### config.mk
export PLATFORM = sky130hd
export DESIGN_NAME = imem_dmem_port_arbiter_flat
export DESIGN_NICKNAME = d
export VERILOG_FILES = /design/src/rtl/imem_dmem_port_arbiter_pkg.sv /design/src/rtl/imem_dmem_port_arbiter_if.sv /design/src/rtl/imem_dmem_port_arbiter_rr_arb2.sv /design/src/rtl/imem_dmem_port_arbiter.sv /design/src/flat_wrapper.sv
export SDC_FILE = /design/constraint.sdc
export NUM_CORES = 1
export LEC_CHECK = 0
export CAP_MARGIN = 20
export CELL_PAD_IN_SITES_DETAIL_PLACEMENT = 1
export CELL_PAD_IN_SITES_GLOBAL_PLACEMENT = 1
export CORE_MARGIN = 5
export CORE_UTILIZATION = 31
export CTS_BUF_LIST = sky130_fd_sc_hd__clkbuf_8
export CTS_CLUSTER_DIAMETER = 50
export CTS_CLUSTER_SIZE = 16
export DETAILED_ROUTE_END_ITERATION = 12
export GPL_ROUTABILITY_DRIVEN = 0
export PLACE_DENSITY = 0.93
export SLEW_MARGIN = 15
export SYNTH_ARGS = -nofsm -noshare
export SYNTH_HDL_FRONTEND = slang
export SYNTH_SLANG_ARGS = --single-unit
export TNS_END_PERCENT = 30
### constraint.sdc
create_clock -name clk -period 5.98 [get_ports clk]
set_input_delay 0.598 -clock clk [delete_from_list [all_inputs] [get_ports clk]]
set_output_delay 0.598 -clock clk [all_outputs]
set_load 0.01 [all_outputs]
### src/rtl/imem_dmem_port_arbiter_pkg.sv
// Shared constants for the instruction/data memory port arbiter: word width,
// arbiter state encodings and round-robin grant identifiers.
package imem_dmem_port_arbiter_pkg;

    localparam int WORD_WIDTH = 32;
    localparam logic [WORD_WIDTH-1:0] ZERO_WORD = '0;

    // Arbiter state register encoding (kept as plain constants for legacy tools).
    typedef logic [1:0] arb_state_t;
    localparam arb_state_t ARB_IDLE   = 2'd0;
    localparam arb_state_t ARB_F_BUSY = 2'd1;
    localparam arb_state_t ARB_D_BUSY = 2'd2;

    // Identity of the requester served most recently.
    localparam logic GRANT_FETCH = 1'b0;
    localparam logic GRANT_DATA  = 1'b1;

endpackage

### src/rtl/imem_dmem_port_arbiter_if.sv
// Bundle of the fetch port, data port and single-port memory bus that meet at
// the arbiter. The slave modport is the arbiter's view; master is the
// surrounding core + memory.
interface imem_dmem_port_arbiter_if
    import imem_dmem_port_arbiter_pkg::*;
#(
    parameter int W = WORD_WIDTH
);
    // Pipeline control
    logic             flush;
    // Fetch port
    logic             if_req;
    logic [W-1:0]     if_addr;
    logic [W-1:0]     if_rdata;
    logic             if_valid;
    logic             if_stall;
    // Data port
    logic             d_req;
    logic             d_we;
    logic [W/8-1:0]   d_be;
    logic [W-1:0]     d_addr;
    logic [W-1:0]     d_wdata;
    logic [W-1:0]     d_rdata;
    logic             d_valid;
    logic             d_stall;
    // Memory side
    logic             mem_req;
    logic             mem_we;
    logic [W/8-1:0]   mem_be;
    logic [W-1:0]     mem_addr;
    logic [W-1:0]     mem_wdata;
    logic [W-1:0]     mem_rdata;
    logic             mem_ready;
    logic             bus_err;

    modport slave (
        input  flush,
        input  if_req, if_addr,
        output if_rdata, if_valid, if_stall,
        input  d_req, d_we, d_be, d_addr, d_wdata,
        output d_rdata, d_valid, d_stall,
        output mem_req, mem_we, mem_be, mem_addr, mem_wdata,
        input  mem_rdata, mem_ready,
        output bus_err
    );

    modport master (
        output flush,
        output if_req, if_addr,
        input  if_rdata, if_valid, if_stall,
        output d_req, d_we, d_be, d_addr, d_wdata,
        input  d_rdata, d_valid, d_stall,
        input  mem_req, mem_we, mem_be, mem_addr, mem_wdata,
        output mem_rdata, mem_ready,
        input  bus_err
    );

endinterface

### src/rtl/imem_dmem_port_arbiter_rr_arb2.sv
// Two-requester round-robin picker. The grant is combinational; the
// last-served register moves only when the owner accepts the grant.
module imem_dmem_port_arbiter_rr_arb2
    import imem_dmem_port_arbiter_pkg::*;
(
    input  logic clk,
    input  logic rst,
    input  logic i_req_fetch,
    input  logic i_req_data,
    input  logic i_accept,
    output logic o_grant_fetch,
    output logic o_grant_data,
    output logic o_any
);

    logic r_last_grant;
    logic w_pick_data;

    // Pick the winner: a lone requester wins, contention goes to whoever was not served last.
    always_comb begin
        // NOTE: default assignment first so no path leaves w_pick_data unassigned (no latch).
        w_pick_data = 1'b0;
        if (i_req_data && !i_req_fetch) begin
            w_pick_data = 1'b1;
        end else if (i_req_data && i_req_fetch) begin
            w_pick_data = (r_last_grant == GRANT_FETCH);
        end
    end

    assign o_grant_data  = w_pick_data;
    assign o_grant_fetch = i_req_fetch && !w_pick_data;
    assign o_any         = i_req_fetch || i_req_data;

    // Remember which requester was served when a grant is taken.
    always_ff @(posedge clk) begin
        if (rst) begin
            // NOTE: sequential state uses non-blocking assignments so every flop samples pre-edge values.
            r_last_grant <= GRANT_FETCH;
        end else if (i_accept && o_any) begin
            r_last_grant <= w_pick_data ? GRANT_DATA : GRANT_FETCH;
        end
    end

endmodule

### src/rtl/imem_dmem_port_arbiter.sv
// Shares one single-port memory between instruction fetch and the MEM stage.
// Each access is a held req/ready transaction; the next grant can launch in
// the completion edge of the previous one. Fetches in flight at a flush are
// completed on the bus but not delivered. A stuck memory is abandoned after
// TIMEOUT busy cycles and flagged in a sticky bus_err.
module imem_dmem_port_arbiter
    import imem_dmem_port_arbiter_pkg::*;
#(
    parameter int W       = WORD_WIDTH,
    parameter int TIMEOUT = 64
)(
    input logic                     clk,
    input logic                     rst,
    imem_dmem_port_arbiter_if.slave bus
);

    localparam int BW = W / 8;
    localparam int TW = (TIMEOUT > 1) ? $clog2(TIMEOUT) : 1;

    arb_state_t    r_state;
    logic          r_mem_req;
    logic          r_mem_we;
    logic [BW-1:0] r_mem_be;
    logic [W-1:0]  r_mem_addr;
    logic [W-1:0]  r_mem_wdata;
    logic [TW-1:0] r_timer;
    logic          r_drop;
    logic          r_bus_err;
    logic          r_if_valid;
    logic          r_d_valid;
    logic [W-1:0]  r_if_rdata;
    logic [W-1:0]  r_d_rdata;

    logic          w_f_busy;
    logic          w_d_busy;
    logic          w_busy;
    logic          w_done;
    logic          w_timeout;
    logic          w_finish;
    logic          w_slot;
    logic          w_f_elig;
    logic          w_d_elig;
    logic          w_grant_f;
    logic          w_grant_d;
    logic          w_any;
    logic          w_accept;
    logic          w_drop_now;
    logic [W-1:0]  w_ret_data;

    assign w_f_busy  = (r_state == ARB_F_BUSY);
    assign w_d_busy  = (r_state == ARB_D_BUSY);
    assign w_busy    = w_f_busy || w_d_busy;
    assign w_done    = w_busy && bus.mem_ready;
    assign w_timeout = w_busy && !bus.mem_ready && (r_timer == TW'(TIMEOUT - 1));
    assign w_finish  = w_done || w_timeout;

    // A new grant may launch from IDLE or in the edge that completes an access.
    assign w_slot    = (r_state == ARB_IDLE) || w_done;

    // The owner of the current access, and a requester in its valid cycle, still
    // hold their old request; neither may be granted again until it has moved on.
    assign w_f_elig  = bus.if_req && !r_if_valid && !w_f_busy;
    assign w_d_elig  = bus.d_req  && !r_d_valid  && !w_d_busy;
    assign w_accept  = w_slot && w_any;

    // A flush arriving in the completion cycle still suppresses that delivery.
    assign w_drop_now = r_drop || bus.flush;
    assign w_ret_data = w_done ? bus.mem_rdata : ZERO_WORD[W-1:0];

    imem_dmem_port_arbiter_rr_arb2 u_rr_arb2 (
        .clk           (clk),
        .rst           (rst),
        .i_req_fetch   (w_f_elig),
        .i_req_data    (w_d_elig),
        .i_accept      (w_slot),
        .o_grant_fetch (w_grant_f),
        .o_grant_data  (w_grant_d),
        .o_any         (w_any)
    );

    // Launch, hold and retire the memory command; count stalled busy cycles.
    always_ff @(posedge clk) begin
        if (rst) begin
            r_state     <= ARB_IDLE;
            r_mem_req   <= 1'b0;
            r_mem_we    <= 1'b0;
            r_mem_be    <= '0;
            r_mem_addr  <= '0;
            r_mem_wdata <= '0;
            r_timer     <= '0;
        end else if (w_accept) begin
            r_mem_req <= 1'b1;
            r_timer   <= '0;
            if (w_grant_d) begin
                r_state     <= ARB_D_BUSY;
                r_mem_we    <= bus.d_we;
                r_mem_be    <= bus.d_we ? bus.d_be : {BW{1'b1}};
                r_mem_addr  <= bus.d_addr;
                r_mem_wdata <= bus.d_wdata;
            end else begin
                r_state     <= ARB_F_BUSY;
                r_mem_we    <= 1'b0;
                r_mem_be    <= {BW{1'b1}};
                r_mem_addr  <= bus.if_addr;
                r_mem_wdata <= '0;
            end
        end else if (w_finish) begin
            r_state   <= ARB_IDLE;
            r_mem_req <= 1'b0;
            r_mem_we  <= 1'b0;
            r_timer   <= '0;
        end else if (w_busy) begin
            r_timer <= r_timer + TW'(1);
        end
    end

    // Capture returned data, pulse the requester's valid and track drop/error flags.
    always_ff @(posedge clk) begin
        if (rst) begin
            r_if_valid <= 1'b0;
            r_d_valid  <= 1'b0;
            r_if_rdata <= '0;
            r_d_rdata  <= '0;
            r_drop     <= 1'b0;
            r_bus_err  <= 1'b0;
        end else begin
            r_if_valid <= 1'b0;
            r_d_valid  <= 1'b0;
            if (w_finish) begin
                if (w_f_busy) begin
                    if (!w_drop_now) begin
                        r_if_valid <= 1'b1;
                        r_if_rdata <= w_ret_data;
                    end
                    r_drop <= 1'b0;
                end else begin
                    r_d_valid <= 1'b1;
                    if (!r_mem_we) begin
                        r_d_rdata <= w_ret_data;
                    end
                end
            end else if (w_f_busy && bus.flush) begin
                r_drop <= 1'b1;
            end
            if (w_timeout) begin
                r_bus_err <= 1'b1;
            end
        end
    end

    assign bus.mem_req   = r_mem_req;
    assign bus.mem_we    = r_mem_we;
    assign bus.mem_be    = r_mem_be;
    assign bus.mem_addr  = r_mem_addr;
    assign bus.mem_wdata = r_mem_wdata;
    assign bus.if_rdata  = r_if_rdata;
    assign bus.if_valid  = r_if_valid;
    assign bus.d_rdata   = r_d_rdata;
    assign bus.d_valid   = r_d_valid;
    assign bus.bus_err   = r_bus_err;
    assign bus.if_stall  = bus.if_req && !r_if_valid;
    assign bus.d_stall   = bus.d_req && !r_d_valid;

endmodule

### src/flat_wrapper.sv
// flat-port wrapper written by rule: the top's interface ports become plain ports
module imem_dmem_port_arbiter_flat import imem_dmem_port_arbiter_pkg::*;
#(
    parameter int W       = WORD_WIDTH,
    parameter int TIMEOUT = 64
)
  (clk, rst, bus_flush, bus_if_req, bus_if_addr, bus_if_rdata, bus_if_valid, bus_if_stall, bus_d_req, bus_d_we, bus_d_be, bus_d_addr, bus_d_wdata, bus_d_rdata, bus_d_valid, bus_d_stall, bus_mem_req, bus_mem_we, bus_mem_be, bus_mem_addr, bus_mem_wdata, bus_mem_rdata, bus_mem_ready, bus_bus_err);
  imem_dmem_port_arbiter_if #(.W(W)) bus_i ();
  input logic clk;
  input logic rst;
  input wire logic [$bits(bus_i.flush)-1:0] bus_flush;
  input wire logic [$bits(bus_i.if_req)-1:0] bus_if_req;
  input wire logic [$bits(bus_i.if_addr)-1:0] bus_if_addr;
  output wire logic [$bits(bus_i.if_rdata)-1:0] bus_if_rdata;
  output wire logic [$bits(bus_i.if_valid)-1:0] bus_if_valid;
  output wire logic [$bits(bus_i.if_stall)-1:0] bus_if_stall;
  input wire logic [$bits(bus_i.d_req)-1:0] bus_d_req;
  input wire logic [$bits(bus_i.d_we)-1:0] bus_d_we;
  input wire logic [$bits(bus_i.d_be)-1:0] bus_d_be;
  input wire logic [$bits(bus_i.d_addr)-1:0] bus_d_addr;
  input wire logic [$bits(bus_i.d_wdata)-1:0] bus_d_wdata;
  output wire logic [$bits(bus_i.d_rdata)-1:0] bus_d_rdata;
  output wire logic [$bits(bus_i.d_valid)-1:0] bus_d_valid;
  output wire logic [$bits(bus_i.d_stall)-1:0] bus_d_stall;
  output wire logic [$bits(bus_i.mem_req)-1:0] bus_mem_req;
  output wire logic [$bits(bus_i.mem_we)-1:0] bus_mem_we;
  output wire logic [$bits(bus_i.mem_be)-1:0] bus_mem_be;
  output wire logic [$bits(bus_i.mem_addr)-1:0] bus_mem_addr;
  output wire logic [$bits(bus_i.mem_wdata)-1:0] bus_mem_wdata;
  input wire logic [$bits(bus_i.mem_rdata)-1:0] bus_mem_rdata;
  input wire logic [$bits(bus_i.mem_ready)-1:0] bus_mem_ready;
  output wire logic [$bits(bus_i.bus_err)-1:0] bus_bus_err;
  assign bus_i.flush = bus_flush;
  assign bus_i.if_req = bus_if_req;
  assign bus_i.if_addr = bus_if_addr;
  assign bus_if_rdata = bus_i.if_rdata;
  assign bus_if_valid = bus_i.if_valid;
  assign bus_if_stall = bus_i.if_stall;
  assign bus_i.d_req = bus_d_req;
  assign bus_i.d_we = bus_d_we;
  assign bus_i.d_be = bus_d_be;
  assign bus_i.d_addr = bus_d_addr;
  assign bus_i.d_wdata = bus_d_wdata;
  assign bus_d_rdata = bus_i.d_rdata;
  assign bus_d_valid = bus_i.d_valid;
  assign bus_d_stall = bus_i.d_stall;
  assign bus_mem_req = bus_i.mem_req;
  assign bus_mem_we = bus_i.mem_we;
  assign bus_mem_be = bus_i.mem_be;
  assign bus_mem_addr = bus_i.mem_addr;
  assign bus_mem_wdata = bus_i.mem_wdata;
  assign bus_i.mem_rdata = bus_mem_rdata;
  assign bus_i.mem_ready = bus_mem_ready;
  assign bus_bus_err = bus_i.bus_err;
  imem_dmem_port_arbiter #(.W(W), .TIMEOUT(TIMEOUT)) u_core (.clk(clk), .rst(rst), .bus(bus_i));
endmodule
# Word-level counts from Yosys, hierarchy flattened
# Cells that the tools add are included.
dict set report op_classes {
  reduce_logical 31
  n_addsub 1
  n_bitwise 5
  mux 20
  n_eq_ne 4
}
# operator count
set ops {}
lappend ops {{$mux 32} 3}
lappend ops {{$mux 1} 12}
lappend ops {{$logic_and 1x1->1} 11}
lappend ops {{$mux 4} 2}
lappend ops {{$add 6x1->6 const B} 1}
lappend ops {{$eq 6x6->1 const B} 1}
lappend ops {{$logic_not 1->1} 6}
lappend ops {{$mux 2} 3}
lappend ops {{$reduce_and 3->1} 2}
lappend ops {{$reduce_or 3->1} 2}
lappend ops {{$logic_or 1x1->1} 5}
lappend ops {{$not 1->1} 5}
lappend ops {{$reduce_bool 2->1} 2}
lappend ops {{$eq 2x1->1 const B} 1}
lappend ops {{$eq 2x2->1 const B} 1}
lappend ops {{$logic_not 2->1} 1}
lappend ops {{$ne 2x1->1 const B} 1}
lappend ops {{$reduce_and 2->1} 1}
lappend ops {{$reduce_or 2->1} 1}
dict set report word_totals {
  out_inout_bits 139
  in_bits 139
  register_bits 147
}

# Depth between registers and ports, before layout
dict set report logic_depth {
  word_depth 8
  mapped_depth 9
  depth_no_buf 6
}

# Cells and area by module
# A second synthesis with hierarchy kept.
dict set report unflattened {
  cells_unflattened 575
  area_unflattened_um2 6170.9
}
# mod area_per_inst_um2 n_inst cells_each seq_area_each_um2
set by_module_without_submodules {}
lappend by_module_without_submodules {imem_dmem_port_arbiter 6099.6 1 567 2922.8}
lappend by_module_without_submodules {imem_dmem_port_arbiter_rr_arb2 71.3 1 8 20.0}

# Worst setup path before layout
# OpenSTA, ideal clock, no wires.
dict set report synth_timing {
  path_type {register to register}
  start {register u_core.r_state[0]}
  end {register u_core.r_if_rdata[10] (netlist: u_core.bus.if_rdata[10])}
  arrival_ps 1902
  required_ps 5863
  stages_incl_launch_ff 10
  setup_ps 117
  synth_period_minus_slack_ps 2019
  slack_ps 3961
  path_buffers 3
  cell_sequence {dfxtp_1 inv_1 ha_1 buf_4 nand4_2 o31a_1 buf_2 o21a_4 buf_6 a22o_1}
}
dict set report synth_between {
  elab_chain_len 6
  word_cells_on_any_way 9
  cone_classes {eq/ne: 2; mux: 1; reduce/logical: 6}
}
# item line_no
set synth_lines {}
lappend synth_lines {{start: declaration} imem_dmem_port_arbiter.sv:20} ;# arb_state_t r_state;
lappend synth_lines {{start signal: assignment} imem_dmem_port_arbiter.sv:84} ;# r_state <= ARB_IDLE;
lappend synth_lines {{start signal: assignment} imem_dmem_port_arbiter.sv:95} ;# r_state <= ARB_D_BUSY;
lappend synth_lines {{start signal: assignment} imem_dmem_port_arbiter.sv:101} ;# r_state <= ARB_F_BUSY;
lappend synth_lines {{$eq 2x1->1 / $eq 2x2->1 (equally long branches)} {imem_dmem_port_arbiter.sv:50, imem_dmem_port_arbiter.sv:51}}
lappend synth_lines {{$logic_or 1x1->1} imem_dmem_port_arbiter.sv:52} ;# assign w_busy = w_f_busy || w_d_busy;
lappend synth_lines {{$logic_and 1x1->1 (2 in a row)} imem_dmem_port_arbiter.sv:54} ;# assign w_timeout = w_busy && !bus.mem_ready && (r_timer == TW'(TIMEOUT - 1));
lappend synth_lines {{$logic_or 1x1->1} imem_dmem_port_arbiter.sv:55} ;# assign w_finish = w_done || w_timeout;
lappend synth_lines {{$reduce_and 3->1 (no line)} --}
lappend synth_lines {{end signal: assignment} imem_dmem_port_arbiter.sv:133} ;# r_if_rdata <= w_ret_data;
lappend synth_lines {{end: declaration} imem_dmem_port_arbiter.sv:31} ;# logic [W-1:0] r_if_rdata;
# Parallel ways exist; a longest one is shown, timed or not.
# A chain may end at the register's enable or synchronous reset.

# Worst setup path after layout
dict set report layout_timing {
  start {input port bus_d_req}
  end {register u_core.r_mem_addr[14] (netlist: u_core.bus.mem_addr[14])}
}
dict set report layout_between {
  elab_chain_len 6
  word_cells_on_any_way 9
  cone_classes {mux: 3; reduce/logical: 6}
}
# item line_no
set layout_lines {}
lappend layout_lines {{start: declaration} flat_wrapper.sv:17} ;# input wire logic [$bits(bus_i.d_req)-1:0] bus_d_req;
lappend layout_lines {{$logic_and 1x1->1 (*) (2 in a row)} imem_dmem_port_arbiter.sv:63} ;# assign w_d_elig = bus.d_req && !r_d_valid && !w_d_busy;
lappend layout_lines {{$logic_and 1x1->1} imem_dmem_port_arbiter_rr_arb2.sv:25} ;# end else if (i_req_data && i_req_fetch) begin
lappend layout_lines {{$mux 1} imem_dmem_port_arbiter_rr_arb2.sv:25}
lappend layout_lines {{$mux 1} imem_dmem_port_arbiter_rr_arb2.sv:23} ;# if (i_req_data && !i_req_fetch) begin
lappend layout_lines {{$mux 32} imem_dmem_port_arbiter.sv:94} ;# if (w_grant_d) begin
lappend layout_lines {{end signal: assignment} imem_dmem_port_arbiter.sv:98} ;# r_mem_addr <= bus.d_addr;
lappend layout_lines {{end signal: assignment} imem_dmem_port_arbiter.sv:104} ;# r_mem_addr <= bus.if_addr;
lappend layout_lines {{end: declaration} imem_dmem_port_arbiter.sv:24} ;# logic [W-1:0] r_mem_addr;
# Every way passes the cells marked *; elsewhere a longest branch is shown, timed or not.

==> reports/results.tsv <==
stage	metric	value	unit
drt	first_iter_violations	188	
logic_synthesis	yosysSeqAreaShare	56.4	%
clock_network	cts_tree	built	
drt	ant_nets	0	
sta	max_slew_margin	42.0	%
sta	setup_violations	0	
clock_network	h-tree-depth	4	
setup_path	endpoint_kind	flip-flop	
drt	vias_per_cell	5.04	
setup_path	arrival	3.04	ns
sta	slew_viol_final	0	
grt	first_global_vias	5261	
sta	fin_worst_skew	0.0147	ns
logic_synthesis	synth_area_leaders	dfxtp_1 56%, a22o_1 11%, nand2_1 4.9%, a22oi_1 4.6%, a31oi_1 4.0%	
sta	rsz0062_at_grt	false	
drt	num_vias	5109	
setup_path	worstPathRequired	6.34	ns
clock_network	clock_path_buffers	2	
sta	setup_tns	0	ns
pwr	intPower	1.90	mW
sta	period_minus_slack	2.67	ns
drt	wl	18.9	mm
logic_synthesis	synth_cells	519	
placement	port_buffers	277	
grt	grt_max_degree	45	
logic_synthesis	synth_cell_types	37	
pwr	power.density	335	nW/um2
logic_synthesis	synth_top_area_share	56.4	%
sta	period_share	44.7	%
cells_and_area	area_delta_synth_final	63.0	%
logic_synthesis	syn_area_per_cell	10.1	um2
clock_network	post_cts_resized	0	
die	start_util	31.6	%
pwr	vdd_drop_max	0.150	mV
cells_and_area	drive_gt1_share	6.68	%
pwr	power	2.85	mW
clock_network	cts-root-buf	clkbuf_8	
clock_network	cts_sinks	147	
logic_synthesis	ys_ff_latch	147	
placement	dpl.hpwl	13.6	mm
pwr	power.leakage	3.21	nW
grt	antenna_found_initial	0	
pwr	switching_share	33.1	%
die	die_w	140	um
logic_synthesis	synthesis.nets	663	
grt	grt_pass1_wl	29.0	mm
setup_path	critPathMaxFanout	42	
clock_network	clk_pin_slew	0.08	ns
worst_hold_path	hold_class	flip-flop to flip-flop	
outcome	status	complete, no violations	
grt	grt_util_all_layers	18.6	%
sta	timing.fmax	374	MHz
setup_path	crit_type	input port to flip-flop	
clock_network	hold_buffers	0	
sta	timing.final.hold_violations	0	
setup_path	path_delay_family	buffers and inverters	
die	core_area	16500	um2
logic_synthesis	syn_area	5220	um2
die	dieArea	19500	um2
die	fp.dieH	140	um
setup_path	cp_num_buf_inv	2	
setup_path	critPathMaxStageDelay	0.61	ns
pwr	pwr-share-clk	26.5	%
pwr	power_frac_comb	31.4	%
clock_network	numCtsBuffers	17	
setup_path	crit_chain	clkdlybuf4s50_1, or3b_1, a21oi_4, buf_4, o21ai_0, a31oi_1	
logic_synthesis	synth_warnings	0	
sta	worst_slew_pin_slew	0.870	ns
job	cap_violations	0	
setup_path	crit_slowest_cell	a21oi_4	
drt	drt-pass1-iter-count	5	
pwr	switchingPower	943	uW
setup_path	start_kind	input port	
cells_and_area	nets	924	
clock_network	insertion_delay	0.44	ns
clock_network	post_cts_buffers	0	
die	row_count	47	
drt	drc	0	
logic_synthesis	yosys.area.top_type	dfxtp_1	
drt	avgRoutedWirePerCell	18.6	um
pwr	pwr-share-seq	42.1	%
die	pin_count	278	
grt	grt_overflow_total	0	
## synth_stat cells
library cell	count
o21ai_0	34
ha_1	5
nor4_1	1
nor3_1	3
buf_1	1
o31a_1	2
a21oi_2	2
nand2_4	1
nand4_2	1
buf_6	7
nand3_1	4
and2b_1	1
nand2_1	68
xor2_1	3
nor2b_1	1
o21a_4	1
inv_1	4
nand4_1	1
nor3b_1	1
a21oi_1	5
xnor2_1	2
clkbuf_1	13
or3b_1	2
buf_4	2
or3_1	1
nor3_2	1
a211oi_4	1
a21o_1	2
mux2i_1	1
o221a_2	4
buf_2	21
a211oi_1	1
a31oi_1	33
dfxtp_1	147
a22o_1	64
nor2_1	46
a22oi_1	32
## metal layers
layer | track usage [%] | routed length, um
met1 | 21.5 | 7720
met2 | 31.2 | 9130
met3 | 6.62 | 1540
met4 | 8.01 | 503
met5 | 0 | 0
## logic make-up (layout without fill, tap and decap cells)
kind of cell | count (synthesis) | in the layout | synth area share (%)
AO/OA/AOI/OAI | 181 | 181 | 25.7
flip-flops | 147 | 147 | 56.4
AND/OR/NAND/NOR | 132 | 132 | 10.6
buffers and inverters | 48 | 322 | 5.11
adder cells (fa/ha/maj) | 5 | 5 | 1.20
XOR/XNOR | 5 | 5 | 0.839
multiplexers | 1 | 1 | 0.192
other | 0 | 1 | 0
## sequential cells by signal, indices dropped and copies added, names as in the netlist
signal / cells
u_core.bus.d_rdata: 32
u_core.bus.mem_req: 1
u_core.r_state: 2
u_core.bus.mem_be: 4
u_core.r_timer: 6
u_core.bus.if_valid: 1
u_core.bus.if_rdata: 32
u_core.bus.mem_we: 1
u_core.bus.bus_err: 1
u_core.bus.mem_addr: 32
u_core.r_drop: 1
u_core.u_rr_arb2.r_last_grant: 1
u_core.bus.mem_wdata: 32
u_core.bus.d_valid: 1
## area by class of cell
class	count	area, um2
fillers	1826	8020
flip-flops and latches	147	2940
repair buffers	286	2860
multi-input cells	324	2030
well taps	220	275
clock buffers	17	234
clock inverters	15	146
inverters	4	15.0
diodes	1	2.50
## through the flow
stage	hold WS [ns]	cells	worst slack, ns	utilization [%]	area, um2
2_1_floorplan	0.449	519	3.96	-	5220
3_3_place_gp	0.455	979	2.88	48.9	8080
3_5_place_dp	0.458	979	2.79	48.9	8080
4_1_cts	0.481	1011	3.27	51.2	8460
5_1_grt	0.496	1013	3.03	51.5	8510
6_report	0.477	1014	3.31	51.5	8510
## tightest hold or removal path, stage by stage, from the launching register on
cell,delay (ns)
dfxtp_1,0.31
o21ai_0,0.07
a21oi_1,0.06
## worst paths after layout
path / start / end / slack, ns / depth (start not counted)
min reg2reg: u_core.r_drop$_SDFFE_PP0P_ / u_core.r_drop$_SDFFE_PP0P_ / 0.48 / 2
min: u_core.r_drop$_SDFFE_PP0P_ / u_core.r_drop$_SDFFE_PP0P_ / 0.48 / 2
max reg2reg: u_core.r_state[0]$_SDFFE_PP0P_ / u_core.bus.mem_addr[14]$_SDFFE_PP0P_ / 3.32 / 7
max: bus_d_req / u_core.bus.mem_addr[14]$_SDFFE_PP0P_ / 3.31 / 6
## power by group through the flow
stage,clock (mW),combinational [mW],sequential (mW)
global placement,0,0.872,1.21
floorplan,0,0.379,1.27
CTS,0.782,0.901,1.20
global route,0.825,0.972,1.22
detailed placement,0,0.895,1.22
finish,0.755,0.893,1.20
## cells in the final DEF, fill, tap and decap left out, drive strengths merged
cell type	n
nor3b	1
nand4	2
or3b	2
nand2	69
diode	1
nor4	1
mux2i	1
a21o	2
a21oi	7
o31a	2
bufinv	1
xor2	3
nand3	4
clkinv	4
ha	5
clkbuf	17
clkinvlp	2
inv	12
a22o	64
o21ai	34
o221a	4
xnor2	2
o21a	1
nor3	4
buf	10
nor2	46
and2b	1
nor2b	1
or3	1
a211oi	2
dfxtp	147
a31oi	33
a22oi	32
clkdlybuf4s50	276
Power figures use the tool's default switching activity.
